[config.mk]
export PLATFORM = sky130hd
export DESIGN_NAME = sd_block_lader
export DESIGN_NICKNAME = d
export VERILOG_FILES = /design/src/rtl/sd_lader_pkg.sv /design/src/rtl/sd_lader_timeout.sv /design/src/rtl/sd_block_lader.sv
export SDC_FILE = /design/constraint.sdc
export NUM_CORES = 1
export LEC_CHECK = 0
export BUFFER_PORTS_ARGS = -buffer_cell sky130_fd_sc_hd__buf_4
export CORE_ASPECT_RATIO = 2
export CORE_MARGIN = 8
export CORE_UTILIZATION = 54
export DETAILED_ROUTE_END_ITERATION = 12
export HOLD_SLACK_MARGIN = 0.1
export PLACE_DENSITY_LB_ADDON = 0.05
export SLEW_MARGIN = 25
export SYNTH_ARGS = -nofsm -noshare
export SYNTH_HDL_FRONTEND = slang
export SYNTH_SLANG_ARGS = --single-unit
[constraint.sdc]
create_clock -name Clock -period 2.4 [get_ports Clock]
set_input_delay 0.36 -clock Clock [delete_from_list [all_inputs] [get_ports Clock]]
set_output_delay 0.36 -clock Clock [all_outputs]
set_load 0.02 [all_outputs]
[src/rtl/sd_lader_pkg.sv]
// Shared types and constants for the SD block loader.
package sd_lader_pkg;
  localparam int unsigned ADR_W   = 32;
  localparam int unsigned DATEN_W = 32;
  localparam int unsigned ANZ_W   = 16;
  localparam int unsigned TO_W    = 24;

  localparam logic [TO_W-1:0] TIMEOUT_ZYKLEN_DEFAULT = 24'd10_000_000;

  typedef enum logic [2:0] {
    IDLE        = 3'd0,
    WARTE_FREI  = 3'd1,
    ANFRAGE     = 3'd2,
    WARTE_DATEN = 3'd3,
    SCHREIBEN   = 3'd4,
    ENDE        = 3'd5
  } zustand_t;
endpackage

[src/rtl/sd_lader_timeout.sv]
// Loadable down-counter flagging when a reader wait exceeds its cycle budget.
module sd_lader_timeout
  import sd_lader_pkg::*;
(
  input  logic            Clock,
  input  logic            Reset,
  input  logic [TO_W-1:0] start_wert,
  input  logic            laden,
  input  logic            zaehlen,
  output logic            abgelaufen_c
);
  logic [TO_W-1:0] zaehler;

  always_ff @(posedge Clock) begin
    if (Reset)
      zaehler <= '0;
    else if (laden)
      zaehler <= start_wert;
    else if (zaehlen && (zaehler != '0))
      zaehler <= zaehler - TO_W'(1);
  end

  assign abgelaufen_c = zaehlen && (zaehler == '0);
endmodule

[src/rtl/sd_block_lader.sv]
// Copies Anzahl words from the SD reader into memory, one read request per word.
// Optional reader-wait timeout enabled by defining SD_LADER_TIMEOUT_EN.
module sd_block_lader
  import sd_lader_pkg::*;
#(
  parameter logic [TO_W-1:0] TIMEOUT_ZYKLEN = TIMEOUT_ZYKLEN_DEFAULT
) (
  input  logic               Clock,
  input  logic               Reset,
  input  logic               Start,
  input  logic [ADR_W-1:0]   QuellAdresse,
  input  logic [ADR_W-1:0]   ZielAdresse,
  input  logic [ANZ_W-1:0]   Anzahl,
  output logic               Busy,
  output logic               Fertig,
  output logic               Fehler,
  output logic [ADR_W-1:0]   SdAdresse,
  output logic               SdLesen,
  input  logic [DATEN_W-1:0] SdDaten,
  input  logic               SdFertig,
  input  logic               SdBusy,
  output logic [ADR_W-1:0]   SpeicherAdresse,
  output logic [DATEN_W-1:0] SpeicherDaten,
  output logic               SpeicherSchreiben,
  input  logic               SpeicherBereit
);
  zustand_t         zustand;
  logic [ADR_W-1:0] quelle;
  logic [ADR_W-1:0] ziel;
  logic [ANZ_W-1:0] rest;
  logic             abbruch_c;

`ifdef SD_LADER_TIMEOUT_EN
  // Both wait states are always separated by a non-waiting state, so reloading
  // outside them restarts the budget on every state change.
  logic warten_c;
  assign warten_c = (zustand == WARTE_FREI) || (zustand == WARTE_DATEN);

  sd_lader_timeout u_timeout (
    .Clock        (Clock),
    .Reset        (Reset),
    .start_wert   (TIMEOUT_ZYKLEN),
    .laden        (!warten_c),
    .zaehlen      (warten_c),
    .abgelaufen_c (abbruch_c)
  );
`else
  logic unused_timeout;
  assign unused_timeout = ^TIMEOUT_ZYKLEN;
  assign abbruch_c      = 1'b0;
`endif

  always_ff @(posedge Clock) begin
    if (Reset) begin
      zustand           <= IDLE;
      quelle            <= '0;
      ziel              <= '0;
      rest              <= '0;
      Busy              <= 1'b0;
      Fertig            <= 1'b0;
      Fehler            <= 1'b0;
      SdAdresse         <= '0;
      SdLesen           <= 1'b0;
      SpeicherAdresse   <= '0;
      SpeicherDaten     <= '0;
      SpeicherSchreiben <= 1'b0;
    end else begin
      SdLesen <= 1'b0;
      Fertig  <= 1'b0;
      case (zustand)
        IDLE: begin
          if (Start) begin
            quelle  <= QuellAdresse;
            ziel    <= ZielAdresse;
            rest    <= Anzahl;
            Busy    <= 1'b1;
            Fehler  <= 1'b0;
            zustand <= (Anzahl == '0) ? ENDE : WARTE_FREI;
          end
        end
        // The reader keeps finishing its sector after Fertig; it must be idle first.
        WARTE_FREI: begin
          if (abbruch_c) begin
            Fehler  <= 1'b1;
            zustand <= ENDE;
          end else if (!SdBusy && !SdFertig) begin
            SdAdresse <= quelle;
            SdLesen   <= 1'b1;
            zustand   <= ANFRAGE;
          end
        end
        ANFRAGE: zustand <= WARTE_DATEN;
        WARTE_DATEN: begin
          if (SdFertig) begin
            SpeicherDaten     <= SdDaten;
            SpeicherAdresse   <= ziel;
            SpeicherSchreiben <= 1'b1;
            zustand           <= SCHREIBEN;
          end else if (abbruch_c) begin
            Fehler  <= 1'b1;
            zustand <= ENDE;
          end
        end
        SCHREIBEN: begin
          if (SpeicherBereit) begin
            SpeicherSchreiben <= 1'b0;
            quelle            <= quelle + ADR_W'(1);
            ziel              <= ziel + ADR_W'(1);
            rest              <= rest - ANZ_W'(1);
            zustand           <= (rest == ANZ_W'(1)) ? ENDE : WARTE_FREI;
          end
        end
        ENDE: begin
          Fertig  <= 1'b1;
          Busy    <= 1'b0;
          zustand <= IDLE;
        end
        default: zustand <= IDLE;
      endcase
    end
  end
endmodule

======== Yosys cells after proc, flatten, opt, wreduce, memory -nomap -nowiden ========
Cells that the tools add are included.
W data, S select, Z words.
operators by class
  reductions and logical operators ........ 15
  eq/ne operators ......................... 10
  mux-type cells .......................... 23
  bitwise operators ....................... 1
  $add $sub $neg .......................... 3
operators with widths
  operator                 number
  $mux W32                 4
  $pmux W32 S2             2
  $add A32 B1 Y32 const B  2
  $mux W16                 2
  $pmux W16 S2             1
  $mux W3                  6
  $eq A16 B1 Y1 const B    1
  $logic_not A16 Y1        1
  $sub A16 B1 Y16 const B  1
  $pmux W3 S5              1
  $ne A2 B2 Y1 const B     4
  $eq A3 B2 Y1 const B     2
  $eq A3 B3 Y1 const B     2
  $reduce_and A2 Y1        3
  $reduce_and A3 Y1        2
  $reduce_bool A2 Y1       3
  $mux W1                  5
  $pmux W1 S2              2
  $reduce_and A4 Y1        1
  $eq A3 B1 Y1 const B     1
  $logic_not A3 Y1         1
  $logic_not A1 Y1         2
  $reduce_or A2 Y1         1
  $logic_and A1 B1 Y1      1
  $not A1 Y1               1
storage, ports and cells
  bits in registers ....................... 183
  output and inout bits ................... 101
  bits of input ports ..................... 118
  logic and storage cells ................. 63

======== Depth between registers and ports, before layout ========
Gate-level depths: netlist of run 1.
  word-level depth ........................ 4
  gate-level depth with buffers ........... 9
  depth with buffers taken out ............ 7

======== Worst setup path after synthesis of run 1 ========
OpenSTA, ideal clock, no wires.
  path type ............................... flip-flop to flip-flop
  from .................................... register quelle[0]
  to ...................................... register quelle[14]
  path slack .............................. 358 ps
  cell stages (with the launch flop) ...... 7
  clock period less this slack ............ 2,042 ps
  arrival time ............................ 1,972 ps
  cells stage by stage .................... dfxtp_1 ha_1 nand3_2 or4_4 or4_1 a21o_1 a21oi_1
on the way
  longest elaborated chain between the ends .. 3
RTL lines
  item                      RTL line               text
  start: declaration        sd_block_lader.sv:28   logic [ADR_W-1:0] quelle;
  start signal: assignment  sd_block_lader.sv:73   quelle <= QuellAdresse;
  start signal: assignment  sd_block_lader.sv:107  quelle <= quelle + ADR_W'(1);
  $add A32 B1 Y32           sd_block_lader.sv:107
  $mux W32                  sd_block_lader.sv:105  if (SpeicherBereit) begin
  $pmux W32 S2              sd_block_lader.sv:70   case (zustand)
No other way between the ends. The select of a mux whose other input is x is not followed.
A chain may end at the register's enable or synchronous reset.

======== Worst setup path after layout of run 1 ========
  from .................................... register quelle[0]
  to ...................................... register quelle[30]
Same word-level chain as after synthesis.

==> results of run 1 <==
-- worst max-delay path: cells and delay by family (launching register included) --
family                     cells  cell delay [ps]
and+or+nand+nor                4             1170
DFF                            1              420
AOI/OAI and AO/OA              1              270
adders and majority gates      1              260
-- kinds of logic after synthesis --
kind of cell,Yosys count
and+or+nand+nor,536
buffers and inverters,102
other,1
adders and majority gates,4
DFF,183
AOI/OAI and AO/OA,327
muxes,4
-- repair_timing --
item | in CTS | in global routing
hold buffers | 0 | 0
resized for setup | 0 | 1
setup endpoints to repair | 0 | 1
-- metal layers --
layer / part of all wire (%) / track usage, % / up-vias / wire length (um)
met5: 0 / 0 / - / 0
met4: 4.0 / 14.1 / 0 / 1140
met3: 6.2 / 6.23 / 90 / 1760
met2: 53 / 48.7 / 384 / 15000
met1: 37 / 27.7 / 4362 / 10400
li1: - / - / 4528 / -
-- sequential cells by signal, summed over array words and instances (netlist names), 3 cells and up --
| signal | flops |
|---|---|
| zustand | 3 |
| SpeicherDaten | 32 |
| rest | 16 |
| quelle | 32 |
| SdAdresse | 32 |
| ziel | 32 |
| SpeicherAdresse | 32 |
-- where the power goes --
group	switching (mW)	internal, mW
sequential	0.179	3.17
clock	1.27	1.61
combinational	0.494	0.414
total	1.94	5.19
-- Yosys cell counts, types with 3 or more instances --
master,instances,area share [%]
and4_1,6,0.61
and2_0,6,0.43
o21ai_0,49,2.8
nor4_1,26,1.9
a22oi_1,6,0.52
a21oi_1,154,8.9
and2_1,5,0.36
o22ai_1,9,0.65
clkbuf_1,75,3.2
a31oi_1,12,0.86
mux2i_1,4,0.46
buf_1,12,0.52
nand4b_1,5,0.50
o211ai_1,4,0.35
a32o_1,5,0.58
a2111oi_0,5,0.50
o2bb2ai_1,3,0.30
or3_1,9,0.65
dfxtp_1,183,42
a22o_1,3,0.30
nor3_1,44,2.5
ha_1,4,0.58
nand4_1,17,1.2
nand2b_1,4,0.29
a211o_1,5,0.50
nand2_1,270,12
or4_1,5,0.43
a211oi_1,19,1.6
o31ai_1,11,0.95
nand3_1,34,2.0
inv_1,6,0.26
and3_1,12,0.86
nor3b_1,7,0.61
a311oi_1,10,1.0
buf_2,7,0.40
a21o_1,5,0.43
nor2_1,68,2.9
-- layout make-up --
type,count,area [sq um],share of cell area (%)
clock buffer,20,457,4.06
clock inverter,12,139,1.24
inverter,7,26.3,0.234
multi-input combinational,872,4660,41.4
sequential,183,3660,32.6
tap,201,251,2.24
timing repair buffer,263,2050,18.2
-- path summary, 6_finish.rpt --
path	end	slack, ps
max reg2reg	quelle[30]	170
min	SpeicherDaten[9]	170
min reg2reg	SpeicherAdresse[29]	450
max	quelle[30]	170
-- per-stage QoR --
stage	cell area [sq um]	total power [mW]	cells	hold WS, ps
finish	11200	7.13	1558	171
global route	11200	7.40	1558	166
CTS	11200	7.17	1558	159
detailed placement	10600	4.31	1526	447
global placement	10600	4.29	1526	443
floorplan	8680	3.88	1157	441
==> flow_summary.json, run 1 <==
{
  "antenna_found_initial": 0,
  "end_kind": "flip-flop",
  "hold_class": "in -> reg",
  "ir_worst_vdd_mv": 0.507,
  "vias": 9364,
  "final_util_pct": 71.3,
  "ys_seq_area_share_pct": 42.2,
  "setup_ws_ps": 170,
  "first_pass_iters": 6,
  "synth-simple-area-share_pct": 28.9,
  "tightest_slew_ps": 759,
  "critPathLaunch": "quelle[0]",
  "setup_viol": 0,
  "post-route-min-period_ps": 2230,
  "syn-cell-area_sq_um": 8680,
  "globalRouteTotalUtil_pct": 26.9,
  "ff2ff_path_depth": 6,
  "synthAdderAreaFrac_pct": 0.577,
  "synth_top_family_by_area": "simple AND/OR/NAND/NOR gates",
  "report.final.slew_viol_count": 0,
  "syn_inst": 1157,
  "final_cell_mix": "nand2_1, buf_4, dfxtp_1",
  "grt_max_degree": 66,
  "cp.arrival_ps": 2550,
  "cts_buffers": 17,
  "num_io_pins": 219,
  "synthArstFlopShare_pct": 0,
  "initial_core_util_pct": 55.0,
  "fmaxAchievable_mhz": 449,
  "clock-sinks": 183,
  "place_ws_ps": 216,
  "status": "complete, no violations",
  "antenna_cells": 0,
  "synth-xor-area-share_pct": 0,
  "place_congestion": 0.979,
  "ctsLongestPathBuffers": 2,
  "portBuffers": 217,
  "hold_viol": 0,
  "synth.distinct_cells": 69,
  "grt_pass1_vias": 9084,
  "worstHoldStart": "SdDaten[9]",
  "cp_max_fo": 6,
  "p_leak_nw": 4.28,
  "route.detailed.drc": 0,
  "wl_um": 28300,
  "slew_headroom_pct": 49.2,
  "viasPerCell": 6.01,
  "post_drt_wl_per_cell_um": 18.2,
  "synth.area.mux_share_pct": 0.461,
  "clk_pin_slew_ps": 70,
  "drt_first_iter_violations": 484,
  "skew_ps": 9.39,
  "reg2reg_from": "quelle[0]",
  "root_buffer": "clkbuf_16",
  "ys_warn_count": 0,
  "grt-ovfl-total": 0,
  "period_share_pct": 92.9,
  "final_common_cell": "nand2_1",
  "die_area_sq_um": 20600,
  "areaGrowthSynthToFinish_pct": 29.5,
  "h-tree-depth": 4,
  "ant_nets": 0,
  "cp-start-kind": "flip-flop",
  "die_h_um": 195,
  "synth-compound-area-share_pct": 23.2,
  "core.rowCount": 65,
  "cp_cell_sequence": "ha_1, nand3_2, or4_4, nor3_1, nor4b_1, a211o_1",
  "synth-edff-count": 0,
  "layout-drive-gt1-share_pct": 23.3,
  "cts_tree": "yes",
  "grt_pass1_wl_um": 45700,
  "syn_nets": 1279,
  "setup_tns_ps": 0,
  "slowest_stage": "or4_4",
  "holdPathStages": 3,
  "postCtsSetupRepairBufs": 0,
  "nNetsFinal": 1466,
  "critical_path_class": "reg -> reg",
  "p_per_area_nw_per_um2": 635,
  "clkLatencyLatePin_ps": 440,
  "ys_ff_latch": 183,
  "synth_flop_cell": "dfxtp_1",
  "synth_area_per_cell_sq_um": 7.50,
  "rsz0062_at_grt": "false",
  "critical-path-max-stage-delay_ps": 550,
  "core_sq_um": 15800,
  "nFillCells": 1373,
  "hpwl_um": 20500,
  "max_cap_viol_count": 0,
  "die_x_um": 106,
  "critPathRequiredTime_ps": 2720
}
(Power assumes the default switching activity.)
==> run 2, diff against run 1 <==
--- a/config.mk
+++ b/config.mk
@@ -10,8 +10,8 @@
 export CORE_MARGIN = 8
 export CORE_UTILIZATION = 54
 export DETAILED_ROUTE_END_ITERATION = 12
-export HOLD_SLACK_MARGIN = 0.1
-export PLACE_DENSITY_LB_ADDON = 0.05
+export HOLD_SLACK_MARGIN = 0.02
+export PLACE_DENSITY = 0.85
 export SLEW_MARGIN = 25
 export SYNTH_ARGS = -nofsm -noshare
 export SYNTH_HDL_FRONTEND = slang
==> run 2 against run 1 <==
Sequential power hardly changed. Cell area shrank 0.24%. Clock skew up 1.9 ps. Wire length grew 1.8%. Register-to-register slack lost 30 ps. Non-clock buffer count fell by 3. Flip-flop and latch count unchanged. Critical path depth did not move. Sequential share of layout area grew 0.080 points. Die area stayed put. Setup slack got worse by 35 ps.
==> flow_summary.json, run 2 (synthesis results as in run 1) <==
{
  "post_drt_wl_per_cell_um": 18.5,
  "power.switching_mw": 1.90,
  "final_util_pct": 71.1,
  "p_comb_share_pct": 12.8,
  "worst-r2r-setup-slack_ps": 140,
  "route.detailed.drc": 0,
  "wl_um": 28800,
  "hpwl_um": 20800,
  "p_clk_share_pct": 39.7,
  "clock-sinks": 183,
  "final_cell_mix": "nand2_1, buf_4, dfxtp_1",
  "ir_worst_vdd_mv": 0.486,
  "slowest_stage": "or4_4",
  "globalRouteTotalUtil_pct": 27.1,
  "post-route-min-period_ps": 2260,
  "hold_viol": 0,
  "p_per_area_nw_per_um2": 629,
  "die_h_um": 195,
  "cp_max_fo": 6,
  "reg2reg_to": "quelle[14]",
  "skew_ps": 11.3,
  "cts_tree": "yes",
  "vias": 9462,
  "postCtsSetupRepairBufs": 0,
  "report.final.slew_viol_count": 0,
  "hold_slack_ps": 174,
  "viasPerCell": 6.08,
  "place_congestion": 0.969,
  "clkLatencyLatePin_ps": 430,
  "root_buffer": "clkbuf_16",
  "cp.arrival_ps": 2630,
  "p_leak_nw": 4.24,
  "core_sq_um": 15800,
  "hold_class": "in -> reg",
  "num_io_pins": 219,
  "status": "complete, no violations",
  "critical_path_class": "reg -> reg",
  "cp_cell_sequence": "ha_1, nand3_2, or4_4, or4_1, a21o_1, a21oi_1",
  "reg2reg_from": "quelle[0]",
  "layout-drive-gt1-share_pct": 23.2,
  "grt_pass1_vias": 9321,
  "grt-ovfl-total": 0,
  "p_seq_share_pct": 47.5,
  "ant_nets": 0,
  "multi_input_area_sq_um": 4660,
  "setup_tns_ps": 0,
  "grt_pass1_wl_um": 46100,
  "antenna_cells": 0,
  "netSwitchingFraction_pct": 27.0,
  "h-tree-depth": 4,
  "grt_max_degree": 77,
  "endpoint": "quelle[14]",
  "antenna_found_initial": 0,
  "nNetsFinal": 1463,
  "period_share_pct": 94.3,
  "regArea_sq_um": 3660,
  "core.rowCount": 65,
  "first_pass_iters": 7,
  "clk_pin_slew_ps": 70,
  "critPathLaunch": "quelle[0]",
  "fmaxAchievable_mhz": 442,
  "rsz0062_at_grt": "false",
  "drt_first_iter_violations": 760,
  "cp-start-kind": "flip-flop",
  "initial_core_util_pct": 55.0,
  "max_cap_viol_count": 0,
  "critical-path-max-stage-delay_ps": 560,
  "final_common_cell": "nand2_1",
  "end_kind": "flip-flop",
  "die_x_um": 106,
  "tightest_slew_ps": 702,
  "cts_buffers": 17,
  "ff2ff_path_depth": 6,
  "die_area_sq_um": 20600,
  "slew_headroom_pct": 53.0,
  "ctsLongestPathBuffers": 2,
  "portBuffers": 217,
  "critPathRequiredTime_ps": 2770,
  "setup_viol": 0,
  "p_int_mw": 5.16,
  "nFillCells": 1311,
  "areaGrowthSynthToFinish_pct": 29.2
}
==> run 2: per-stage QoR <==
stage	setup WS (ps)	std cells	power [mW]	area, sq um
2_1_floorplan	358	1157	3.88	8680
3_3_place_gp	236	1523	4.27	10600
3_5_place_dp	155	1523	4.30	10600
4_1_cts	128	1555	7.08	11200
5_1_grt	11.6	1555	7.31	11200
6_report	136	1555	7.06	11200
==> run 2: worst min path at each step <==
stage	from	to	slack, ps	depth (start not counted)
3_3_place_gp	SpeicherDaten[15]	SpeicherDaten[15]	440	2
5_1_grt	SdDaten[9]	SpeicherDaten[9]	170	3
6_report	SdDaten[4]	SpeicherDaten[4]	170	3
3_5_place_dp	SpeicherDaten[7]	SpeicherDaten[7]	450	2
2_1_floorplan	quelle[23]	SdAdresse[23]	440	2
4_1_cts	SdDaten[1]	SpeicherDaten[1]	160	3
==> run 2: area by class of cell <==
cell class | instances | area share, %
timing repair buffer | 260 | 18.1
clock inverter | 13 | 1.28
tap | 201 | 2.24
multi-input combinational | 872 | 41.6
inverter | 7 | 0.234
clock buffer | 19 | 3.95
sequential | 183 | 32.7
==> run 2: per-layer routing <==
layer,up-vias,GRT usage [%],routed length (um)
met5,-,0,0
met4,0,14.8,1210
met3,89,4.85,1710
met2,419,50.9,15700
met1,4431,27.1,10200
li1,4523,-,-
==> run 2: worst max-delay path: cells and delay by family (launching register included) <==
kind                       cells  cell delay (ps)
and+or+nand+nor                3             1200
DFF                            1              420
AOI/OAI and AO/OA              2              320
adders and majority gates      1              260
==> run 2: repair_timing <==
| item | 4_1_cts | 5_1_grt |
|---|---|---|
| endpoints found under the hold margin | 0 | 0 |
| gates resized for setup | 0 | 1 |
| hold buffers | 0 | 0 |
| endpoints found under the setup margin | 0 | 2 |
==> run 2: power groups by stage <==
stage                     sequential, mW  clock (mW)  combinational [mW]
after floorplan                     3.37           0               0.512
after global placement              3.40           0               0.877
after detailed placement            3.41           0               0.893
after CTS                           3.34        2.84               0.900
after global routing                3.37        2.96               0.989
final                               3.35        2.80               0.907
